`src/rtl/regfile_dump_reader.sv`:
```
// regfile_dump_reader: walks every register-file index on the read select and streams each word out as one valid/ready beat.
// Define REGFILE_DUMP_CKSUM_EN to append an XOR checksum beat after the last register.
module regfile_dump_reader #(
  parameter int DATA_WIDTH  = 32,
  parameter int WORDS       = 32,
  parameter int SELECT_SIZE = 5
) (
  input  logic                   clk_i,
  input  logic                   reset_ni,
  input  logic                   start_i,
  input  logic                   abort_i,
  output logic [SELECT_SIZE-1:0] reg_sel_o,
  input  logic [DATA_WIDTH-1:0]  reg_data_i,
  output logic                   dump_valid_o,
  input  logic                   dump_ready_i,
  output logic [DATA_WIDTH-1:0]  dump_data_o,
  output logic [SELECT_SIZE-1:0] dump_idx_o,
  output logic                   dump_last_o,
  output logic                   dump_cksum_o,
  output logic                   busy_o,
  output logic                   done_o
);
  typedef enum logic [2:0] {IDLE, FETCH, PRESENT, CKSUM, DONE} state_e;
  localparam logic [SELECT_SIZE-1:0] LAST_IDX = SELECT_SIZE'(WORDS - 1);
  state_e                 state_q;
  logic [SELECT_SIZE-1:0] idx_q, idx_d, sel_q, didx_q;
  logic [DATA_WIDTH-1:0]  data_q;
  logic                   valid_q, last_q, busy_q, done_q, accept, at_last;
`ifdef REGFILE_DUMP_CKSUM_EN
  logic [DATA_WIDTH-1:0]  acc_q;
  logic                   cks_q;
  assign dump_cksum_o = cks_q;
`else
  assign dump_cksum_o = 1'b0;
`endif
  always_comb begin
    accept  = valid_q & dump_ready_i;
    at_last = idx_q == LAST_IDX;
    idx_d   = at_last ? idx_q : idx_q + 1'b1;
  end
  // The select is registered on entry to FETCH, so the word is sampled a full cycle after it is driven.
  always_ff @(posedge clk_i or negedge reset_ni) begin
    if (!reset_ni) begin
      state_q <= IDLE;
      idx_q   <= '0;
      sel_q   <= '0;
      didx_q  <= '0;
      data_q  <= '0;
      valid_q <= 1'b0;
      last_q  <= 1'b0;
      busy_q  <= 1'b0;
      done_q  <= 1'b0;
`ifdef REGFILE_DUMP_CKSUM_EN
      acc_q   <= '0;
      cks_q   <= 1'b0;
`endif
    end else if (abort_i && state_q != IDLE) begin
      state_q <= IDLE;
      sel_q   <= '0;
      valid_q <= 1'b0;
      last_q  <= 1'b0;
      busy_q  <= 1'b0;
      done_q  <= 1'b0;
`ifdef REGFILE_DUMP_CKSUM_EN
      cks_q   <= 1'b0;
`endif
    end else begin
      case (state_q)
        IDLE: if (start_i) begin
          state_q <= FETCH;
          idx_q   <= '0;
          sel_q   <= '0;
          busy_q  <= 1'b1;
`ifdef REGFILE_DUMP_CKSUM_EN
          acc_q   <= '0;
`endif
        end
        FETCH: begin
          data_q  <= reg_data_i;
          didx_q  <= idx_q;
          valid_q <= 1'b1;
`ifdef REGFILE_DUMP_CKSUM_EN
          last_q  <= 1'b0;
`else
          last_q  <= at_last;
`endif
          state_q <= PRESENT;
        end
        PRESENT: if (accept) begin
`ifdef REGFILE_DUMP_CKSUM_EN
          acc_q <= acc_q ^ data_q;
`endif
          if (at_last) begin
`ifdef REGFILE_DUMP_CKSUM_EN
            data_q  <= acc_q ^ data_q;
            didx_q  <= '0;
            last_q  <= 1'b1;
            cks_q   <= 1'b1;
            state_q <= CKSUM;
`else
            valid_q <= 1'b0;
            last_q  <= 1'b0;
            done_q  <= 1'b1;
            state_q <= DONE;
`endif
          end else begin
            valid_q <= 1'b0;
            idx_q   <= idx_d;
            sel_q   <= idx_d;
            state_q <= FETCH;
          end
        end
`ifdef REGFILE_DUMP_CKSUM_EN
        CKSUM: if (accept) begin
          valid_q <= 1'b0;
          last_q  <= 1'b0;
          cks_q   <= 1'b0;
          done_q  <= 1'b1;
          state_q <= DONE;
        end
`endif
        DONE: begin
          done_q  <= 1'b0;
          busy_q  <= 1'b0;
          sel_q   <= '0;
          state_q <= IDLE;
        end
        default: state_q <= IDLE;
      endcase
    end
  end
  assign reg_sel_o    = sel_q;
  assign dump_valid_o = valid_q;
  assign dump_data_o  = data_q;
  assign dump_idx_o   = didx_q;
  assign dump_last_o  = last_q;
  assign busy_o       = busy_q;
  assign done_o       = done_q;
endmodule

```
`config.mk`:
```
export PLATFORM = sky130hd
export DESIGN_NAME = regfile_dump_reader
export DESIGN_NICKNAME = d
export VERILOG_FILES = /design/src/rtl/regfile_dump_reader.sv
export SDC_FILE = /design/constraint.sdc
export NUM_CORES = 1
export LEC_CHECK = 0
export BUFFER_PORTS_ARGS = -buffer_cell sky130_fd_sc_hd__buf_2
export CAP_MARGIN = 20
export CORE_ASPECT_RATIO = 1.1
export CORE_MARGIN = 3
export CORE_UTILIZATION = 23
export DETAILED_ROUTE_END_ITERATION = 10
export PLACE_DENSITY = 0.52
export SLEW_MARGIN = 20
export SYNTH_ARGS = -nofsm -noshare
export SYNTH_HDL_FRONTEND = slang
export SYNTH_SLANG_ARGS = --single-unit
```
`constraint.sdc`:
```
create_clock -name clk_i -period 2.15 [get_ports clk_i]
set_input_delay 0.215 -clock clk_i [delete_from_list [all_inputs] [get_ports clk_i]]
set_output_delay 0.215 -clock clk_i [all_outputs]
set_load 0.01 [all_outputs]
```
==> summary.txt, run 1 <==
Global route
  – First-pass GRT wire length: 8940 um
  – Initial antenna violation count: 0
  – Total track usage: a little under a tenth
  – Total congestion overflow: 0
  – Vias in the first global route: around 1700
  – Largest net degree at the start of global routing: 32

CTS
  – Root Driver: clkbuf_16
  – H-tree depth: 2
  – CTS buffer count: 5
  – CTS tree: built
  – Clk buf depth: 2
  – Clock slew at reported path FFs: 0.07 ns
  – Post-CTS resize count: 0
  – Total clock sinks: 54
  – Worst-skew pair later-pin latency: 0.29 ns

Final layout
  – Ant. Diodes: 0
  – Layout net count: slightly below 300
  – Multi-input gate area: 998 sq um
  – Fillers: 1081
  – Reg area: 1350 sq um
  – Area Growth Syn to Fin: 30.4%
  – Share of cells above drive strength 1: 55.6%
  – Core Util, Final: 30.8%

Placement
  – Routability cong.: 0.713
  – Port Buffers: 82
  – HPWL after DPL: 3860 um

Drt
  – Vias/cell: 4.04
  – DRT iter0 DRCs: 50
  – DR pass1 iterations: 4
  – Antenna Nets Post-Route: 0
  – Drt drc: 0
  – Detailed-route via count: 1594
  – Total routed wirelength: approximately 5200 um
  – WL per Instance: between 10 and 15 um

Die
  – Top-Level Pins: 84
  – Die Height: 115 um
  – Die Wd: ~100 um
  – Effective utilization at floorplan: 23.6%
  – Die area: approximately 12000 sq um
  – Row cnt: 39
  – Core region area: approximately 10000 sq um

Timing
  – Worst Clk Skew: 0.00678 ns
  – RSZ-0062 raised after global routing: false
  – Actual slew at the worst max-slew pin: 0.632 ns
  – Fin crit period: around 2.0 ns
  – Final worst path period share: 93.8%
  – Final Slew Violations: 0
  – Final setup viols: 0
  – Fmax: 496 MHz
  – Max-Slew Margin vs Limit: 57.5%
  – Hold Vio Cnt, Final: 0
  – Setup TNS: 0 ns

Power and ir drop
  – Maximum vdd drop: 0.366 mV
  – Leak: 0.00161 uW
  – Power per Cell Area: 1100 nW/um^2

Logic synthesis
  – Synth cell types: 43
  – Mean Syn Cell Area: 15.1 sq um
  – Synth Cell Area: between 2000 and 2500 sq um
  – Cells after Synth: roughly 160
  – Primary FF master, synth: dfrtp_1
  – Yosys warning total: 0
  – Synthesized net count: 202
  – FFs w/ async S/R, synth: 100%
  – Post-synth EDFFs: 0
  – Register area share after synthesis: 54.8%
  – Number of synthesized register bits: 54

Run status
  – Result of the run: completed

Setup path
  – CP Class: reg2reg
  – Worst path required time: 2.32 ns
  – Setup crit start kind: flop
  – Critical-path maximum fanout: 6
  – Critical Path Sink Type: flop
  – CP arrival: ~2.2 ns

Hold path
  – Hold WC Path Type: in2reg

Job
  – Max_cap viols: 0
## kinds of logic after synthesis
kind of cell | count (synthesis) | synth area share [%]
adders and majority gates | 2 | 1.02
other | 1 | 0.152
DFF | 54 | 54.8
xor gates and xnor gates | 2 | 0.711
AOI/OAI and AO/OA | 30 | 9.59
muxes | 38 | 21.9
buffers and inverters | 11 | 4.67
and+or+nand+nor | 25 | 7.16
## flip-flops by register name, indices dropped and copies added, names as in the netlist
signal        cells
done_o            1
dump_idx_o        5
reg_sel_o         5
state_q           3
idx_q             5
dump_last_o       1
busy_o            1
dump_data_o      32
dump_valid_o      1
## worst paths after layout
check / cells after the start / to / startpoint / slack, ns
worst max-delay path: 7 / reg_sel_o[3] / idx_q[1] / 0.13
worst min-delay path: 2 / dump_data_o[28] / reg_data_i[28] / 0.14
worst max register to register: 7 / reg_sel_o[3] / idx_q[1] / 0.13
worst min register to register: 1 / reg_sel_o[0] / reg_sel_o[0] / 0.48
max in group asynchronous: 3 / dump_valid_o / reset_ni / 1.15
min in group asynchronous: 2 / dump_data_o[17] / reset_ni / 0.45
## critical path, cell delays in order, from the launching register on
cell and delay [ns]:
dfrtp_1 0.41, ha_1 0.23, and3_1 0.20, ha_1 0.26, buf_4 0.19, o31a_2 0.33
o21ai_0 0.17, o211ai_1 0.11
## cells in the final DEF (no fill, tap or decap), drive strengths merged, types with 2 or more instances in the layout
cell    instances
nand2b          2
o41ai           2
clkbuf          6
inv             2
dfrtp          54
xor2            2
nor3            2
a21oi           2
buf            89
mux2           37
nand2           7
nor2b           3
a31oi           2
a22o            5
ha              2
a21o            3
nor2            5
o21ai           7
## area by class of cell
cell class,instances,share of cell area [%]
clock buffer,6,4.01
clock inverter,2,1.17
inverter,2,0.234
multi-input combinational,98,31.1
sequential,54,42.1
tap,143,5.57
timing repair buffer,90,15.9
## timing repair
item | in CTS | in global routing
endpoints found under the hold margin | 23 | 0
buffers inserted | 0 | 0
hold buffers | 1 | 0
## layer usage
metal  global-route usage, %  routed length [um]  up-vias
met2                    14.2                2390       57
met3                    2.88                 312        8
met5                       0                   0        -
met1                    12.3                2450      771
met4                    3.41                  86        0
li1                        -                   -      758
## stage by stage
step / hold WS, ns / power [uW] / worst slack (ns) / cell area (sq um) / instances
floorplan: -0.0806 / 2220 / 0.154 / 2460 / 163
global placement: 0.242 / 2660 / 0.187 / 3040 / 386
detailed placement: 0.237 / 2670 / 0.139 / 3040 / 386
CTS: 0.132 / 3610 / 0.115 / 3210 / 395
global route: 0.139 / 3770 / 0.0366 / 3210 / 395
finish: 0.144 / 3540 / 0.132 / 3210 / 395
## report_power, final
group	switching, uW	internal (uW)	total [uW]
Sequential	177	1320	1500
Clock	356	550	906
Combinational	496	642	1140
## Yosys cell counts (all sizes together), types with 2 or more instances
cell / count / area (sq um)
xor2: 2 / 17.5
nand2: 7 / 33.8
inv: 2 / 7.51
a21oi: 2 / 13.8
o21ai: 7 / 35.0
dfrtp: 54 / 1350
buf: 9 / 108
a22o: 5 / 43.8
a31oi: 2 / 12.5
nor2: 5 / 26.3
a21o: 3 / 22.5
nor3: 2 / 10.0
nor2b: 3 / 21.3
ha: 2 / 25.0
mux2: 37 / 529
nand2b: 2 / 20.0
o41ai: 2 / 32.5
(Power assumes the default switching activity.)
==> inputs of run 2 (changes only) <==
PLACE_DENSITY = 0.56   (was 0.52)
==> summary.txt, run 2 (synthesized netlist as in run 1, its figures left out) <==
Final layout
  – Most frequent cells in the layout: buf_2, dfrtp_1, mux2_4, o21ai_0, mux2_1
  – Fillers: 1093 (+1.1%)
  – Share of cells above drive strength 1: 56.2% (+0.62 points)
  – Largest register FFs: 32 (unchanged)
  – Layout net count: 289 (-0.34%)
  – Area Growth Syn to Fin: 28.6%
  – Most common cell after layout, fill and taps aside: buf_2
  – Ant. Diodes: 0 (unchanged)
  – Core Util, Final: 30.3% (-0.42 points)

Setup path
  – Setup crit start kind: flop
  – Worst path required time: 2.31 ns (about the same)
  – Critical-path maximum fanout: 6 (unchanged)
  – CP Class: reg2reg
  – CP arrival: 2.10 ns (-0.08 ns)
  – Critical Path Sink Type: flop
  – Reg-to-reg slack, setup: 0.21 ns (+0.08 ns)

Timing
  – Fin crit period: 1.94 ns (-0.0823 ns)
  – Final worst path period share: 90.0% (-3.8 points)
  – Setup TNS: 0 ns (unchanged)
  – Actual slew at the worst max-slew pin: 0.754 ns (+0.122 ns)
  – Final Slew Violations: 0 (unchanged)
  – Worst Clk Skew: 0.00930 ns (+0.00252 ns)
  – Hold Vio Cnt, Final: 20 (+20)
  – Final setup viols: 0 (unchanged)
  – Fmax: 517 MHz (+4.3%)
  – RSZ-0062 raised after global routing: false
  – Max-Slew Margin vs Limit: 49.7% (-7.8 points)
  – Hold slack final: -0.0106 ns (-0.154 ns)

Die
  – Top-Level Pins: 84 (unchanged)
  – Die Wd: 105 um (unchanged)
  – Die area: 12000 sq um (unchanged)
  – Core region area: 10400 sq um (unchanged)
  – Die Height: 115 um (unchanged)
  – Effective utilization at floorplan: 23.6% (unchanged)
  – Row cnt: 39 (unchanged)

Drt
  – Antenna Nets Post-Route: 0 (unchanged)
  – Detailed-route via count: 1600 (+0.38%)
  – DRT iter0 DRCs: 38 (-24%)
  – Total routed wirelength: 5110 um (-2.5%)
  – DR pass1 iterations: 4 (unchanged)
  – Vias/cell: 4.06 (+0.63%)
  – WL per Instance: 13.0 um (-2.2%)
  – Drt drc: 0 (unchanged)

Global route
  – Initial antenna violation count: 0 (unchanged)
  – Vias in the first global route: 1595 (-6.5%)
  – Total track usage: 8.85% (-0.40 points)
  – Total congestion overflow: 0 (unchanged)
  – Largest net degree at the start of global routing: 38 (+19%)
  – First-pass GRT wire length: 8640 um (-3.4%)

Run status
  – Result of the run: complete, but fails checks
  – Failing checks: hold timing

Power and ir drop
  – Power per Cell Area: 1080 nW/um^2 (-1.8%)
  – Maximum vdd drop: 0.299 mV (-18%)
  – Leak: 0.00159 uW (-1.1%)

Placement
  – Routability cong.: 0.735 (+3.1%)
  – HPWL after DPL: 3700 um (-4.3%)
  – Port Buffers: 82 (unchanged)

CTS
  – Clk buf depth: 2 (unchanged)
  – Total clock sinks: 54 (unchanged)
  – CTS buffer count: 5 (unchanged)
  – H-tree depth: 2 (unchanged)
  – Root Driver: clkbuf_16
  – Worst-skew pair later-pin latency: 0.29 ns (about the same)
  – CTS tree: built
  – Clock slew at reported path FFs: 0.07 ns (about the same)

Job
  – Max_cap viols: 0 (unchanged)

Hold path
  – Hold WC Path Type: in2async
==> run 2: changes by cell type in the layout (fill, tap and decap cells not counted), sizes merged <==
cell | previous run | this run
bufinv | 1 | 0
clkinv | 0 | 2
clkinvlp | 1 | 0
dlygate4sd3 | 1 | 0
==> run 2: path summary, 6_finish.rpt <==
kind / from / endpoint / cells past startpoint
min: reset_ni / dump_last_o / 1
max: idx_q[1] / reg_sel_o[3] / 7
max in group asynchronous: reset_ni / dump_data_o[30] / 2
max reg2reg: idx_q[1] / reg_sel_o[3] / 7
min in group clk_i: reg_data_i[27] / dump_data_o[27] / 2
min reg2reg: dump_data_o[26] / dump_data_o[26] / 1
==> run 2: repair_timing <==
| action | in CTS | in global routing |
|---|---|---|
| hold buffers | 0 | 0 |
| endpoints found under the setup margin | 0 | 2 |
| buffers inserted | 0 | 0 |
| resized for setup | 0 | 1 |
==> run 2: worst max-delay path, cell delays in order (launching register included) <==
cell and delay (ns):
dfrtp_1 0.42, ha_1 0.23, and3_1 0.20, ha_2 0.21, buf_4 0.17, o31a_2 0.33
o21ai_0 0.15, o211ai_1 0.10
==> run 2: per-layer routing <==
metal  wire [um]  global-route usage, %  up-vias
li1            -                      -      760
met1        2440                   12.3      776
met2        2320                   13.6       57
met3         285                   2.26        7
met4          66                   2.62        0
met5           0                      0        -
==> run 2: power by group <==
part / switching [uW] / total, uW / internal, uW
clock network: 361 / 794 / 433
registers: 175 / 1490 / 1320
logic: 502 / 1140 / 640
==> run 2: per-stage QoR <==
stage / worst slack, ns / power, uW / std cells / hold WS, ns / area (sq um)
after floorplan: 0.154 / 2220 / 163 / -0.0806 / 2460
after global placement: 0.192 / 2660 / 386 / 0.326 / 3020
after detailed placement: 0.151 / 2670 / 386 / 0.334 / 3020
after CTS: 0.121 / 3490 / 394 / 0.0184 / 3170
after global routing: 0.0849 / 3650 / 394 / 0.0501 / 3170
final: 0.215 / 3430 / 394 / -0.0106 / 3170
==> run 2: cell type report <==
type,instances,area [sq um],area share [%]
Inverter,2,7.51,0.237
Clock buffer,6,129,4.07
Multi-Input combinational cell,98,1000,31.6
Timing Repair Buffer,89,488,15.4
Tap cell,143,179,5.65
Sequential cell,54,1350,42.6
Clock inverter,2,13.8,0.434
==> inputs of run 3 (changes only) <==
RECOVER_POWER = 50   (was unset)
==> summary.txt, run 3 (synthesized netlist as in run 1, its figures left out) <==
Run status
  – Result of the run: complete, but fails checks
  – Failing checks: capacitance limit, slew limit

Setup path
  – Worst path required time: 2.31 ns (about the same)
  – CP Class: reg2reg
  – Delay of the slowest critical-path stage: 0.42 ns (about the same)
  – CP arrival: 2.10 ns (about the same)
  – Cell count along the critical path: 7 (unchanged)
  – Slowest cell on crit path: dfrtp_1
  – Critical-path maximum fanout: 6 (unchanged)
  – Buffers & Inverters on Critical Path: 1 (unchanged)
  – Worst reg2reg path depth: 7 (unchanged)
  – CP cell instances: ha_1 -> and3_1 -> ha_2 -> buf_4 -> o31a_2 -> o21ai_0 -> o211ai_1
  – Critical Path Sink Type: flop
  – Cell family with most CP delay: compound AO/OA/AOI/OAI gates
  – Setup crit start kind: flop

CTS
  – CTS Hold Bufs: 0 (unchanged)
  – Total clock sinks: 54 (unchanged)
  – CTS buffer count: 5 (unchanged)
  – Clk buf depth: 2 (unchanged)
  – Clock slew at reported path FFs: 0.07 ns (about the same)
  – CTS tree: built
  – H-tree depth: 2 (unchanged)
  – Root Driver: clkbuf_16
  – Worst-skew pair later-pin latency: 0.29 ns (about the same)

Die
  – Die Wd: 105 um (unchanged)
  – Top-Level Pins: 84 (unchanged)
  – Core region area: 10400 sq um (unchanged)
  – Die area: 12000 sq um (unchanged)
  – Effective utilization at floorplan: 23.6% (unchanged)
  – Row cnt: 39 (unchanged)
  – Die Height: 115 um (unchanged)

Drt
  – DR pass1 iterations: 4 (unchanged)
  – DRT iter0 DRCs: 38 (unchanged)
  – Total routed wirelength: 5150 um (+0.84%)
  – Vias/cell: 4.08 (+0.38%)
  – Antenna Nets Post-Route: 0 (unchanged)
  – Drt drc: 0 (unchanged)
  – Detailed-route via count: 1606 (+0.38%)
  – WL per Instance: 13.1 um (+0.84%)

Timing
  – Actual slew at the worst max-slew pin: 1.79 ns (+1.04 ns)
  – Hold Vio Cnt, Final: 0 (-100%)
  – Fmax: 517 MHz (about the same)
  – RSZ-0062 raised after global routing: false
  – Max-Slew Margin vs Limit: -19.6% (-69 points)
  – Final setup viols: 0 (unchanged)
  – Final worst path period share: 90.0% (about the same)
  – Worst Clk Skew: 0.00926 ns (-0.0000374 ns)
  – Fin crit period: 1.94 ns (-0.0000560 ns)
  – Setup TNS: 0 ns (unchanged)
  – Final Slew Violations: 31 (+31)

Global route
  – Largest net degree at the start of global routing: 38 (unchanged)
  – Vias in the first global route: 1595 (unchanged)
  – First-pass GRT wire length: 8640 um (unchanged)
  – Total track usage: 8.85% (unchanged)
  – Total congestion overflow: 0 (unchanged)
  – Initial antenna violation count: 0 (unchanged)

Job
  – Max_cap viols: 1 (+1)

Placement
  – Placed Area: 3020 sq um (unchanged)
  – HPWL after DPL: 3700 um (unchanged)
  – Routability cong.: 0.735 (unchanged)
  – Port Buffers: 82 (unchanged)

Final layout
  – Most frequent cells in the layout: buf_2, dfrtp_1, mux2_4, clkbuf_1
  – Largest register FFs: 32 (unchanged)
  – Fillers: 1111 (+1.6%)
  – Layout net count: 289 (unchanged)
  – Fin area: 3140 sq um (-0.95%)
  – Most common cell after layout, fill and taps aside: buf_2
  – Area Growth Syn to Fin: 27.4%
  – Ant. Diodes: 0 (unchanged)
  – Share of cells above drive strength 1: 46.6% (-9.6 points)

Hold path
  – Hold WC Path Type: in2reg
  – Worst hold stages: 2

Power and ir drop
  – Maximum vdd drop: 0.298 mV (-0.10%)
  – Leak: 0.00152 uW (-4.4%)
  – Power per Cell Area: 1080 nW/um^2 (-0.18%)
==> run 3: changes by cell type in the layout (fill, tap and decap cells not counted), sizes merged <==
cell,before,now
buf,89,65
clkbuf,6,30
==> run 3: where the power goes <==
group          leakage (uW)  switching, uW  internal [uW]
Sequential         0.000677            183           1320
Combinational      0.000773            505            592
Clock             0.0000708            361            433
==> run 3: final timing paths <==
path	startpoint	to	slack [ns]
max reg2reg	idx_q[1]	reg_sel_o[3]	0.21
min	reg_data_i[27]	dump_data_o[27]	0.15
max	idx_q[1]	reg_sel_o[3]	0.21
min in group asynchronous	reset_ni	dump_idx_o[0]	0.40
min reg2reg	dump_data_o[26]	dump_data_o[26]	0.49
max in group asynchronous	reset_ni	dump_valid_o	0.72
==> run 3: layout make-up <==
| cell class | count | area [sq um] | area share (%) |
|---|---|---|---|
| clock inverter | 2 | 13.8 | 0.438 |
| timing repair buffer | 89 | 458 | 14.6 |
| multi-input combinational | 98 | 1000 | 31.9 |
| sequential | 54 | 1350 | 43.0 |
| clock buffer | 6 | 129 | 4.11 |
| inverter | 2 | 7.51 | 0.239 |
| tap | 143 | 179 | 5.70 |
==> run 3: worst reg2reg max path, stage by stage (launching register included) <==
cell and delay (ns):
dfrtp_1 0.42, ha_1 0.24, and3_1 0.20, ha_2 0.21
buf_4 0.17, o31a_2 0.33, o21ai_0 0.15, o211ai_1 0.10
==> run 3: metal layers <==
layer / vias up / GRT usage, % / part of all wire [%]
li1: 761 / - / -
met1: 781 / 12.3 / 47
met2: 57 / 13.6 / 46
met3: 7 / 2.26 / 5.7
met4: 0 / 2.62 / 1.3
met5: - / 0 / 0
==> run 3: metrics by stage <==
step                      hold slack [ns]  std cells  setup slack, ns  utilization (%)  total power [uW]
after CTS                          0.0184        394            0.121             30.3              3490
after global placement              0.326        386            0.192             29.0              2660
after floorplan                   -0.0806        163            0.154                -              2220
after global routing                0.150        394           0.0849             30.1              3610
final                               0.146        394            0.215             30.1              3390
after detailed placement            0.334        386            0.151             29.0              2670
==> run 3: timing repair <==
item | in CTS | in global routing
buffers inserted | 0 | 0
setup endpoints to repair | 0 | 2
resized for setup | 0 | 1
endpoints found under the hold margin | 0 | 0
